[src/rtl/mc_controller_stall.sv]
// Multicycle RISC-V main controller with a variable-latency memory handshake,
// a per-access timeout, illegal-instruction halt and a retired-instruction counter.
module mc_controller_stall #(
  parameter bit          MEM_WAIT_EN = 1'b1,
  parameter int unsigned MEM_TIMEOUT = 16,
  parameter int unsigned RETIRE_W    = 32
) (
  input  logic                clk_i,
  input  logic                rst_i,
  input  logic                zero_i,
  input  logic                sign_i,
  input  logic [6:0]          opcode_i,
  input  logic [2:0]          func3_i,
  input  logic [6:0]          func7_i,
  input  logic                mem_ready_i,
  output logic                pc_write_o,
  output logic                adr_src_o,
  output logic                mem_write_o,
  output logic                ir_write_o,
  output logic                reg_write_o,
  output logic [1:0]          result_src_o,
  output logic [1:0]          alu_src_a_o,
  output logic [1:0]          alu_src_b_o,
  output logic [2:0]          alu_control_o,
  output logic [2:0]          imm_src_o,
  output logic                mem_req_o,
  output logic                halted_o,
  output logic [RETIRE_W-1:0] retired_o
);

  localparam logic [6:0] OpR     = 7'b0110011;
  localparam logic [6:0] OpI     = 7'b0010011;
  localparam logic [6:0] OpLoad  = 7'b0000011;
  localparam logic [6:0] OpStore = 7'b0100011;
  localparam logic [6:0] OpBr    = 7'b1100011;
  localparam logic [6:0] OpJal   = 7'b1101111;
  localparam logic [6:0] OpJalr  = 7'b1100111;
  localparam logic [6:0] OpLui   = 7'b0110111;

  localparam logic [2:0] AluAdd = 3'b000;
  localparam logic [2:0] AluSub = 3'b001;
  localparam logic [2:0] AluAnd = 3'b010;
  localparam logic [2:0] AluOr  = 3'b011;
  localparam logic [2:0] AluXor = 3'b100;
  localparam logic [2:0] AluSlt = 3'b101;

  localparam logic [2:0] ImmI = 3'b000;
  localparam logic [2:0] ImmS = 3'b001;
  localparam logic [2:0] ImmB = 3'b010;
  localparam logic [2:0] ImmJ = 3'b011;
  localparam logic [2:0] ImmU = 3'b100;

  typedef enum logic [3:0] {
    StFetch, StDecode, StExecR, StExecI, StAluWb, StMemAdr, StMemRd,
    StMemWb, StMemWr, StBranch, StJalrAdr, StJal, StLui, StHalt
  } state_e;

  state_e                state_q, state_d;
  logic [7:0]            wait_q, wait_d;
  logic [RETIRE_W-1:0]   retired_q, retired_d;

  logic       done;
  logic       timeout;
  logic       alu_legal;
  logic [2:0] alu_op;
  logic       unused_func7;

  assign unused_func7 = ^{func7_i[6], func7_i[4:0]};
  assign done         = MEM_WAIT_EN ? mem_ready_i : 1'b1;
  // Last permitted wait cycle without ready ends the access.
  assign timeout      = !done && (wait_q == 8'(MEM_TIMEOUT - 1));
  assign retired_o    = retired_q;

  // func3/func7 to ALU operation for register and immediate arithmetic
  always_comb begin
    alu_legal = 1'b1;
    alu_op    = AluAdd;
    case (func3_i)
      3'b000:  alu_op = (state_q == StExecR && func7_i[5]) ? AluSub : AluAdd;
      3'b111:  alu_op = AluAnd;
      3'b110:  alu_op = AluOr;
      3'b100:  alu_op = AluXor;
      3'b010:  alu_op = AluSlt;
      default: alu_legal = 1'b0;
    endcase
  end

  // Next-state and datapath strobes
  always_comb begin
    state_d       = state_q;
    pc_write_o    = 1'b0;
    adr_src_o     = 1'b0;
    mem_write_o   = 1'b0;
    ir_write_o    = 1'b0;
    reg_write_o   = 1'b0;
    result_src_o  = 2'b00;
    alu_src_a_o   = 2'b00;
    alu_src_b_o   = 2'b00;
    alu_control_o = AluAdd;
    imm_src_o     = ImmI;
    mem_req_o     = 1'b0;
    halted_o      = 1'b0;
    case (state_q)
      StFetch: begin
        mem_req_o    = 1'b1;
        alu_src_b_o  = 2'b10;
        result_src_o = 2'b10;
        if (done) begin
          ir_write_o = 1'b1;
          pc_write_o = 1'b1;
          state_d    = StDecode;
        end else if (timeout) begin
          state_d = StHalt;
        end
      end
      StDecode: begin
        alu_src_a_o = 2'b01;
        alu_src_b_o = 2'b01;
        imm_src_o   = (opcode_i == OpBr) ? ImmB : (opcode_i == OpJal) ? ImmJ : ImmI;
        case (opcode_i)
          OpR:             state_d = StExecR;
          OpI:             state_d = StExecI;
          OpLoad, OpStore: state_d = StMemAdr;
          OpBr:            state_d = StBranch;
          OpJal:           state_d = StJal;
          OpJalr:          state_d = StJalrAdr;
          OpLui:           state_d = StLui;
          default:         state_d = StHalt;
        endcase
      end
      StExecR, StExecI: begin
        alu_src_a_o   = 2'b10;
        alu_src_b_o   = (state_q == StExecI) ? 2'b01 : 2'b00;
        alu_control_o = alu_op;
        state_d       = alu_legal ? StAluWb : StHalt;
      end
      StAluWb: begin
        reg_write_o = 1'b1;
        state_d     = StFetch;
      end
      StMemAdr: begin
        alu_src_a_o = 2'b10;
        alu_src_b_o = 2'b01;
        imm_src_o   = (opcode_i == OpStore) ? ImmS : ImmI;
        state_d     = (opcode_i == OpStore) ? StMemWr : StMemRd;
      end
      StMemRd: begin
        mem_req_o = 1'b1;
        adr_src_o = 1'b1;
        if (done)         state_d = StMemWb;
        else if (timeout) state_d = StHalt;
      end
      StMemWb: begin
        reg_write_o  = 1'b1;
        result_src_o = 2'b01;
        state_d      = StFetch;
      end
      StMemWr: begin
        mem_req_o   = 1'b1;
        adr_src_o   = 1'b1;
        mem_write_o = 1'b1;
        if (done)         state_d = StFetch;
        else if (timeout) state_d = StHalt;
      end
      StBranch: begin
        alu_src_a_o   = 2'b10;
        alu_control_o = AluSub;
        state_d       = StFetch;
        case (func3_i)
          3'b000:  pc_write_o = zero_i;
          3'b001:  pc_write_o = !zero_i;
          3'b100:  pc_write_o = sign_i;
          3'b101:  pc_write_o = !sign_i;
          default: state_d = StHalt;
        endcase
      end
      StJalrAdr: begin
        alu_src_a_o = 2'b10;
        alu_src_b_o = 2'b01;
        state_d     = StJal;
      end
      StJal: begin
        pc_write_o  = 1'b1;
        alu_src_a_o = 2'b01;
        alu_src_b_o = 2'b10;
        state_d     = StAluWb;
      end
      StLui: begin
        reg_write_o  = 1'b1;
        result_src_o = 2'b11;
        imm_src_o    = ImmU;
        state_d      = StFetch;
      end
      StHalt:  halted_o = 1'b1;
      default: state_d = StHalt;
    endcase
    // Reset silences every output, including the Mealy strobes.
    if (rst_i) begin
      pc_write_o    = 1'b0;
      adr_src_o     = 1'b0;
      mem_write_o   = 1'b0;
      ir_write_o    = 1'b0;
      reg_write_o   = 1'b0;
      result_src_o  = 2'b00;
      alu_src_a_o   = 2'b00;
      alu_src_b_o   = 2'b00;
      alu_control_o = AluAdd;
      imm_src_o     = ImmI;
      mem_req_o     = 1'b0;
      halted_o      = 1'b0;
    end
  end

  // Wait counter and retired-instruction counter updates
  always_comb begin
    retired_d = retired_q;
    wait_d    = wait_q;
    if (state_d == StFetch &&
        state_q inside {StAluWb, StMemWb, StMemWr, StBranch, StLui}) begin
      retired_d = retired_q + RETIRE_W'(1);
    end
    if (state_d != state_q) begin
      wait_d = 8'd0;
    end else if (state_q inside {StFetch, StMemRd, StMemWr}) begin
      wait_d = wait_q + 8'd1;
    end
  end

  // State registers with synchronous reset
  always_ff @(posedge clk_i) begin
    if (rst_i) begin
      state_q   <= StFetch;
      wait_q    <= 8'd0;
      retired_q <= '0;
    end else begin
      state_q   <= state_d;
      wait_q    <= wait_d;
      retired_q <= retired_d;
    end
  end

endmodule

[config.mk]
export PLATFORM = sky130hd
export DESIGN_NAME = mc_controller_stall
export DESIGN_NICKNAME = d
export VERILOG_FILES = /design/src/rtl/mc_controller_stall.sv
export SDC_FILE = /design/constraint.sdc
export NUM_CORES = 1
export LEC_CHECK = 0
export BUFFER_PORTS_ARGS = -buffer_cell sky130_fd_sc_hd__buf_2
export CORE_MARGIN = 10
export CORE_UTILIZATION = 57
export CTS_CLUSTER_SIZE = 30
export DETAILED_ROUTE_END_ITERATION = 7
export GPL_TIMING_DRIVEN = 0
export PLACE_DENSITY = 0.95
export SLEW_MARGIN = 0
export SYNTH_ARGS = -nofsm -noshare
export SYNTH_HDL_FRONTEND = slang
export SYNTH_SLANG_ARGS = --single-unit
export TNS_END_PERCENT = 1
[constraint.sdc]
create_clock -name clk_i -period 4.8 [get_ports clk_i]
set_input_delay 0.96 -clock clk_i [delete_from_list [all_inputs] [get_ports clk_i]]
set_output_delay 0.96 -clock clk_i [all_outputs]
set_load 0.01 [all_outputs]
==> flow_metrics.env <==
export IMPL_status="complete, no violations"
export IMPL_worstRegToRegCells=7
export IMPL_hold_buffers=0
export IMPL_hp_start="retired_o[26]$_SDFFE_PP0P_"
export IMPL_cap_violations=0
export IMPL_start_util_pct=58.9
export IMPL_switchingPower_uw=404
export IMPL_dieArea_sq_um=8120
export IMPL_postCtsSetupBuffers=0
export IMPL_cts_buffers=5
export IMPL_power_density_nw_per_um2=313
export IMPL_wl_per_cell_um=16.2
export IMPL_ir_worst_vdd_v=0.000228
export IMPL_cpMaxStageDelayCell="nor3_1"
export IMPL_diodes=0
export IMPL_hpwl_mm=6.26
export IMPL_syn_to_final_growth_pct=18.3
export IMPL_synth_most_common_cell="nor2_1"
export IMPL_async_flop_share_pct=0
export IMPL_final_area_sq_um=3310
export IMPL_cts_tree="done"
export IMPL_path_common_cell="buf_2"
export IMPL_drt_iter0_markers=361
export IMPL_route_vias_total=3104
export IMPL_fin_crit_ns=3.42
export IMPL_grt_pass1_wl_mm=13.8
export IMPL_path_buf_inv=2
export IMPL_synth_simple_gate_area_share_pct=36.6
export IMPL_core_area_sq_um=4750
export IMPL_io_pins=73
export IMPL_clk_latency_ns=0.31
export IMPL_netlist_area_leader_share_pct=31.5
export IMPL_dp_cells=501
export IMPL_p_int_uw=633
export IMPL_worst_pin_slew_ns=0.724
export IMPL_layout_drive_gt1_share_pct=19.9
export IMPL_clockRootBuffer="clkbuf_8"
export IMPL_synthesis_nets=392
export IMPL_cts_resized_gates=0
export IMPL_fin_tns_setup_ns=0
export IMPL_die_width_um=90.1
export IMPL_pwr_share_seq_pct=38.3
export IMPL_wirelength_mm=8.25
export IMPL_postLayoutCoreUtil_pct=69.7
export IMPL_synth_top_family_by_area="simple AND/OR/NAND/NOR gates"
export IMPL_antenna_found_initial=0
export IMPL_r2r_start="wait_q[0]$_SDFFE_PP0P_"
export IMPL_netlist_top_cells_count="nor2_1 (49), dfxtp_1 (44), nand2_1 (29)"
export IMPL_final_max_slew_viol_count=0
export IMPL_synthCells=368
export IMPL_synthMuxAreaShare_pct=1.83
export IMPL_yosys_warnings=0
export IMPL_end_kind="output pin"
export IMPL_grt_pass1_vias=2902
export IMPL_start_kind="primary input"
export IMPL_r2r_end="retired_o[15]$_SDFFE_PP0P_"
export IMPL_htreeDepth=2
export IMPL_synth_area_leaders="dfxtp_1 (31%), nor2_1 (6.6%), xnor2_1 (5.6%)"
export IMPL_hold_viol=0
export IMPL_pwr_share_comb_pct=37.3
export IMPL_crit_fanout=6
export IMPL_first_pass_iters=5
export IMPL_synth_ff_type="dfxtp_1"
export IMPL_required_ns=3.84
export IMPL_die_h_um=90.1
export IMPL_crit_family="simple AND/OR/NAND/NOR gates"
export IMPL_max_freq_ghz=0.293
export IMPL_cp_slowest_stage_delay_ns=0.53
export IMPL_ant_nets=0
export IMPL_synth_compound_area_share_pct=15.8
export IMPL_fin_nets=465
export IMPL_hold_path_cell_count=2
export IMPL_fin_skew_ns=0.00948
export IMPL_crit_chain="buf_2 > nor3_1 > nand4_1 > a2111oi_0 > buf_2"
export IMPL_place_area_sq_um=3210
export IMPL_ys_ff_latch=44
export IMPL_yosysUniqueCellTypes=57
export IMPL_synth_area_sq_um=2800
export IMPL_sw_frac_of_total_pct=38.9
export IMPL_synth_top_cell_by_area="dfxtp_1"
export IMPL_syn_area_per_cell_sq_um=7.61
export IMPL_p_clk_share_pct=24.3
export IMPL_overflow=0
export IMPL_setup_violations=0
export IMPL_fin_crit_sh_pct=71.2
export IMPL_path_clk_slew_ns=0.08
export IMPL_clkSinkCount=44
export IMPL_synth_xor_xnor_area_share_pct=9.07
export IMPL_hold_class="register to register"
export IMPL_io_buffers=66
export IMPL_clock_path_buffers=2
export IMPL_track_usage_pct=19.7
export IMPL_relSlewSlack_pct=51.5
export IMPL_synth_edf_count=0
export IMPL_drcViolationCount=0
export IMPL_cp_data_arrival_time_ns=2.46
export IMPL_hold_end="retired_o[26]$_SDFFE_PP0P_"
export IMPL_instances_no_fill=509
export IMPL_whs_ns=0.500
export IMPL_rrSetupSlack_ns=2.10
export IMPL_worst_setup_path_type="primary input to output pin"
export IMPL_rows=25
export IMPL_grt_start_max_net_pins=15
export IMPL_rsz0062_at_grt="false"
export IMPL_ys_seq_area_share_pct=31.5
export IMPL_gp_congestion=1.01
export IMPL_leakage_uw=0.00130
export IMPL_via_per_inst=6.10
export IMPL_synth_adder_area_share_pct=0.894
-- logic make-up (layout without fill, tap and decap cells) --
logic type	count (synthesis)	in the layout
and+or+nand+nor	192	192
AOI/OAI and AO/OA	69	69
DFF	44	44
xor gates and xnor gates	29	29
buffers and inverters	27	101
muxes	5	5
adders and majority gates	2	2
-- tightest hold or removal path: cells and delay by family, from the launching register on --
kind,cells,cell delay (ns)
compound gates,2,0.12
flops,1,0.34
-- per-layer routing --
layer	part of all wire (%)	vias up	track usage, %
met5	0	-	0
met4	2.4	0	6.90
met3	8.6	24	6.90
met2	47	150	31.6
met1	42	1453	23.8
li1	-	1477	-
-- layout make-up --
| cell class | count | area, sq um |
|---|---|---|
| Sequential cell | 44 | 881 |
| Multi-Input combinational cell | 297 | 1800 |
| Inverter | 7 | 26.3 |
| Buffer | 20 | 96.3 |
| Clock buffer | 6 | 82.6 |
| Tap cell | 67 | 83.8 |
| Fill cell | 395 | 1440 |
| Timing Repair Buffer | 66 | 330 |
| Clock inverter | 2 | 15.0 |
-- sequential cells by signal (all words and copies together), names as in the netlist --
| name | cells |
|---|---|
| state_q | 4 |
| retired_o | 32 |
| wait_q | 8 |
-- power groups by stage --
stage	logic, uW	clock network, uW	registers, uW
2_1_floorplan	265	0	405
3_3_place_gp	368	0	404
3_5_place_dp	375	0	405
4_1_cts	378	253	397
5_1_grt	420	266	400
6_report	387	252	397
-- layout by cell type, fill, tap and decap left out, drive strengths merged, types with 7 or more instances in the layout --
cell    count
nor2b      12
a21oi      27
nand4      15
xnor2      18
nor3       12
clkbuf     19
dfxtp      44
nand2      29
or3        13
xor2       11
nor4b       7
inv         7
nand2b      7
buf        73
nor2       49
o21ai      14
nor4        8
nand3      15
-- stage by stage --
stage	setup slack (ns)	total power, uW
floorplan	1.65	670
global placement	1.44	772
detailed placement	1.42	780
CTS	1.40	1030
global route	1.14	1090
finish	1.38	1040
-- worst max path at each step --
stage	startpoint	to	slack, ns	cells past startpoint
2_1_floorplan	opcode_i[3]	imm_src_o[0]	1.65	3
3_3_place_gp	opcode_i[3]	imm_src_o[0]	1.44	5
3_5_place_dp	opcode_i[3]	imm_src_o[0]	1.42	5
4_1_cts	opcode_i[3]	imm_src_o[0]	1.40	5
5_1_grt	opcode_i[3]	imm_src_o[0]	1.14	5
6_report	opcode_i[3]	imm_src_o[0]	1.38	5
Power figures use the tool's default switching activity.
